[config.mk]
export PLATFORM = sky130hd
export DESIGN_NAME = mem_port_arbiter
export DESIGN_NICKNAME = d
export VERILOG_FILES = /design/src/rtl/mem_port_arbiter_pkg.sv /design/src/rtl/mem_port_arbiter_arb_select.sv /design/src/rtl/mem_port_arbiter.sv
export SDC_FILE = /design/constraint.sdc
export NUM_CORES = 1
export LEC_CHECK = 0
export BUFFER_PORTS_ARGS = -buffer_cell sky130_fd_sc_hd__buf_2
export CAP_MARGIN = 30
export CORE_AREA = 2 2 112 114
export DETAILED_ROUTE_END_ITERATION = 12
export DIE_AREA = 0 0 114 116
export GPL_TIMING_DRIVEN = 0
export SLEW_MARGIN = 10
export SYNTH_ARGS = -nofsm -noshare
export SYNTH_HDL_FRONTEND = slang
export SYNTH_HIERARCHICAL = 1
export SYNTH_SLANG_ARGS = --single-unit
export TNS_END_PERCENT = 1
[constraint.sdc]
create_clock -name clk -period 2.1 [get_ports clk]
set_clock_uncertainty 0.05 [all_clocks]
set_input_delay 0.21 -clock clk [delete_from_list [all_inputs] [get_ports clk]]
set_output_delay 0.21 -clock clk [all_outputs]
set_load 0.02 [all_outputs]
[src/rtl/mem_port_arbiter_pkg.sv]
// Shared definitions for the memory port arbiter: FSM encoding, requester slots, beat-count width.
package mem_port_arbiter_pkg;

   localparam int NUM_REQ    = 3;
   localparam int BEAT_W     = 3;

   localparam int REQ_IREAD  = 0;   // icache refill read
   localparam int REQ_DREAD  = 1;   // dcache read
   localparam int REQ_DWRITE = 2;   // dcache write-back / uncached write

   typedef enum logic [2:0] {
      ST_IDLE  = 3'd0,
      ST_ADDR  = 3'd1,
      ST_RDATA = 3'd2,
      ST_WDATA = 3'd3,
      ST_WRESP = 3'd4
   } state_t;

endpackage

[src/rtl/mem_port_arbiter_arb_select.sv]
// Winner select for the arbiter: write always wins; reads are round-robin when ARB_RR_EN
// is defined, otherwise fixed priority dcache read over icache read.
module arb_select
   import mem_port_arbiter_pkg::*;
(
   input  logic [NUM_REQ-1:0] req,
   input  logic               ptr,
   output logic [NUM_REQ-1:0] gnt
);

`ifdef ARB_RR_EN
   logic favour_iread;
   assign favour_iread = ptr;
`else
   logic favour_iread;
   logic unused_ptr;
   assign favour_iread = 1'b0;
   assign unused_ptr   = ptr;
`endif

   always_comb begin
      gnt = '0;
      if (req[REQ_DWRITE])
         gnt[REQ_DWRITE] = 1'b1;
      else if (req[REQ_DREAD] && !(req[REQ_IREAD] && favour_iread))
         gnt[REQ_DREAD] = 1'b1;
      else if (req[REQ_IREAD])
         gnt[REQ_IREAD] = 1'b1;
   end

endmodule

[src/rtl/mem_port_arbiter.sv]
// Three-requester memory port arbiter serialising burst reads/writes onto one bus.
// Define ARB_RR_EN for round-robin between the two read requesters.
module mem_port_arbiter
   import mem_port_arbiter_pkg::*;
#(
   parameter int ADDR_W = 32
) (
   input  logic                    clk,
   input  logic                    reset,
   input  logic [NUM_REQ-1:0]      rq_req,
   input  logic [3*ADDR_W-1:0]     rq_addr,
   input  logic [3*BEAT_W-1:0]     rq_len,
   output logic [NUM_REQ-1:0]      rq_gnt,
   output logic [NUM_REQ-1:0]      rq_rvalid,
   output logic [31:0]             rq_rdata,
   output logic                    rq_last,
   input  logic [31:0]             rq_wdata,
   output logic                    rq_wready,
   output logic                    bus_req,
   output logic                    bus_wr,
   output logic [ADDR_W-1:0]       bus_addr,
   output logic [BEAT_W-1:0]       bus_len,
   input  logic                    bus_addr_ok,
   input  logic                    bus_rvalid,
   input  logic [31:0]             bus_rdata,
   output logic                    bus_wvalid,
   output logic [31:0]             bus_wdata,
   output logic                    bus_wlast,
   input  logic                    bus_wready,
   input  logic                    bus_bvalid,
   output logic [2:0]              state_dbg
);

   // Handshakes: an address phase completes when bus_req && bus_addr_ok, a write beat when
   // bus_wvalid && bus_wready, a read beat on bus_rvalid; the source holds its payload until then.
   state_t              state_q, state_d;
   logic [NUM_REQ-1:0]  win;
   logic                rr_ptr_q;
   logic [ADDR_W-1:0]   addr_q, sel_addr;
   logic [BEAT_W-1:0]   len_q, sel_len, cnt_q;
   logic                is_wr, cnt_zero;

   assign is_wr     = rq_gnt[REQ_DWRITE];
   assign cnt_zero  = (cnt_q == '0);
   assign state_dbg = state_q;

   arb_select u_arb_select (
      .req (rq_req),
      .ptr (rr_ptr_q),
      .gnt (win)
   );

   always_comb begin
      sel_addr = '0;
      sel_len  = '0;
      for (int i = 0; i < NUM_REQ; i++) begin
         if (win[i]) begin
            sel_addr = rq_addr[i*ADDR_W +: ADDR_W];
            sel_len  = rq_len[i*BEAT_W +: BEAT_W];
         end
      end
   end

   always_ff @(posedge clk) begin
      if (reset) state_q <= ST_IDLE;
      else       state_q <= state_d;
   end

   always_comb begin
      state_d    = state_q;
      bus_req    = 1'b0;
      bus_wr     = 1'b0;
      bus_addr   = '0;
      bus_len    = '0;
      bus_wvalid = 1'b0;
      bus_wdata  = '0;
      bus_wlast  = 1'b0;
      rq_wready  = 1'b0;
      rq_rvalid  = '0;
      rq_rdata   = '0;
      rq_last    = 1'b0;
      case (state_q)
         ST_IDLE: begin
            if (|rq_req) state_d = ST_ADDR;
         end
         ST_ADDR: begin
            bus_req  = 1'b1;
            bus_wr   = is_wr;
            bus_addr = addr_q;
            bus_len  = len_q;
            if (bus_addr_ok) state_d = is_wr ? ST_WDATA : ST_RDATA;
         end
         ST_RDATA: begin
            rq_rdata  = bus_rdata;
            rq_rvalid = bus_rvalid ? rq_gnt : '0;
            rq_last   = bus_rvalid && cnt_zero;
            if (bus_rvalid && cnt_zero) state_d = ST_IDLE;
         end
         ST_WDATA: begin
            bus_wvalid = 1'b1;
            bus_wdata  = rq_wdata;
            bus_wlast  = cnt_zero;
            rq_wready  = bus_wready;
            rq_last    = bus_wready && cnt_zero;
            if (bus_wready && cnt_zero) state_d = ST_WRESP;
         end
         ST_WRESP: begin
            if (bus_bvalid) state_d = ST_IDLE;
         end
         default: state_d = ST_IDLE;
      endcase
   end

   always_ff @(posedge clk) begin
      if (reset) begin
         rq_gnt   <= '0;
         addr_q   <= '0;
         len_q    <= '0;
         cnt_q    <= '0;
         rr_ptr_q <= 1'b0;
      end else begin
         case (state_q)
            ST_IDLE: begin
               if (|rq_req) begin
                  rq_gnt <= win;
                  addr_q <= sel_addr;
                  len_q  <= sel_len;
                  // After a dcache read grant favour the icache next, and vice versa.
                  if (!win[REQ_DWRITE]) rr_ptr_q <= win[REQ_DREAD];
               end
            end
            ST_ADDR: begin
               if (bus_addr_ok) cnt_q <= len_q;
            end
            ST_RDATA: begin
               if (bus_rvalid) begin
                  if (cnt_zero) rq_gnt <= '0;
                  else          cnt_q  <= cnt_q - 1'b1;
               end
            end
            ST_WDATA: begin
               if (bus_wready && !cnt_zero) cnt_q <= cnt_q - 1'b1;
            end
            ST_WRESP: begin
               if (bus_bvalid) rq_gnt <= '0;
            end
            default: ;
         endcase
      end
   end

endmodule

==> flow_summary.ini <==
[run_status]
outcome = finished, final reports clean

[final_layout]
final_common_cell = buf_2
final_cell_mix = 286 x buf_2, 71 x and2_1, 43 x dfxtp_1
fin_nets = 885
layout-drive-gt1-share_pct = 53.2
nFillCells = 1250
fin_cells = 855
design_area_mm2 = 0.00534
area_growth_pct = 54.1

[setup_path]
worstPathMaxFanout = 10
worstReg2RegEnd = addr_q[4]
ff2ff_setup_slack_ns = 0.17
crit_chain = clkbuf_8 > nor2b_1 > nor2b_1 > clkbuf_8 > clkbuf_8 > and2_1 > buf_4
max_stage_delay_ns = 0.34
r2r_start = state_dbg[2]
crit_arrival_ns = 1.79
cpMostUsedCell = clkbuf_8
critPathKind = flip-flop to output pin
cp_data_required_time_ns = 1.84
worst_setup_path_end_kind = output pin
critPathSlowestCell = dfxtp_2
cp-start-kind = flip-flop
r2r_cells = 6

[sta]
min_period_over_period_pct = 97.4
worst_slew_pin_slew_ns = 0.860
rsz0062_at_grt = yes
maxSlewHeadroom_pct = 42.7
drv_slew = 0
worst_slack_ns = 0.0537
setup_viol = 0
finalHoldViolations = 0
finalCriticalPeriod_ns = 2.05
max_freq_mhz = 489

[cts]
cts-root-buf = clkbuf_16
htree_levels = 2
cts_buffers = 5
cts_tree = done
cts_sinks = 44
clk_latency_ns = 0.27
clk_pin_slew_worst_paths_ns = 0.06
cts_buffer_depth = 2

[global_routing]
grt_max_degree = 13
grt_first_pass_wirelength_mm = 21.4
grt.overflow.total = 0
grtUsageTotal_pct = 20.8
antenna_found_initial = 3
grt_pass1_vias = 4117

[floorplan]
die_w_um = 114
fp.coreArea_mm2 = 0.0119
initial_utilization_pct = 29.1
num_rows = 40
die_area_mm2 = 0.0132
num_io_pins = 292
die_h_um = 116

[worst_hold_path]
whs_path_depth = 4
min_to = addr_q[30]
hold_path.class = primary input to flip-flop
holdCritStartpoint = rq_addr[94]

[placement]
place_hpwl_mm = 12.4
io_buffers = 290
place_congestion = 0.824
placedCellCount = 845
dp_slack_ns = -0.265
placed_area_mm2 = 0.00510

[detailed_routing]
dr.first_iter.drc_count = 122
drcViolationCount = 0
first_pass_iters = 6
wl_per_cell_um = 17.4
vias = 4341
avgViaCountPerCell = 5.08
antenna_left = 0
routed_wl_mm = 14.9

[synth]
syn_area_mm2 = 0.00346
synth_nets = 588
netlist_instances = 408
yosysWarnings = 6
synth_area_per_cell_um2 = 8.49

[power_and_ir_drop]
power.density_mw_per_mm2 = 538
p_leak_nw = 2.87
peakVddDrop_uv = 376

[job]
max_cap_viol_count = 0
metrics by stage:
stage / hold slack, ns / total power [mW] / util (%) / setup TNS (ns)
after floorplan: 0.382 / 1.69 / - / 0
after global routing: 0.289 / 3.06 / 44.8 / -0.0225
after CTS: 0.259 / 2.90 / 44.4 / -0.00136
after global placement: 0.395 / 2.10 / 42.8 / -9.77
after detailed placement: 0.402 / 2.12 / 42.8 / -9.58
final: 0.259 / 2.87 / 44.8 / 0
metal layers:
| layer | global-route usage (%) | share of wire (%) |
|---|---|---|
| met1 | 23.7 | 40 |
| met2 | 39.4 | 53 |
| met3 | 3.35 | 5.4 |
| met4 | 6.91 | 2.1 |
| met5 | 0 | 0 |
what timing repair did:
item / CTS / global route
hold buffers: 0 / 0
endpoints found under the setup margin: 103 / 112
resized for setup: 20 / 24
buffers inserted: 0 / 0
area by class of cell:
cell class	count	area (um^2)	share of cell area [%]
antenna	3	7.51	0.141
sequential	44	882	16.5
buffer	52	322	6.02
clock inverter	1	5.00	0.0938
inverter	41	154	2.88
tap	147	184	3.45
multi-input combinational	271	2190	41.0
clock buffer	6	129	2.41
timing repair buffer	290	1460	27.4
critical path: cells and delay by family, from the launching register on:
family / cells / cell delay, ns
flip-flops: 1 / 0.34
AND/OR/NAND/NOR: 3 / 0.49
buffers and inverters: 4 / 0.68
power breakdown:
part / switching [mW] / total [mW] / internal [mW]
registers: 0.0492 / 0.978 / 0.929
clock network: 0.307 / 0.739 / 0.433
logic: 0.657 / 1.16 / 0.499
registers in the layout, summed over array words and instances (netlist names):
name,count
addr_q,32
cnt_q,3
state_dbg,3
len_q,3
rq_gnt,3
worst max path at each step:
stage                 startpoint      endpoint  slack (ns)  depth (start not counted)
CTS                 state_dbg[1]  rq_rdata[28]      -0.001                          6
floorplan           state_dbg[0]  bus_addr[23]        0.11                          6
global placement    state_dbg[0]  bus_addr[13]       -0.27                          7
detailed placement  state_dbg[0]   bus_addr[6]       -0.26                          7
finish              state_dbg[0]  bus_addr[30]        0.05                          7
global route        state_dbg[0]  bus_addr[30]       -0.02                          7
Note: power is estimated with default switching activity, not from simulation.
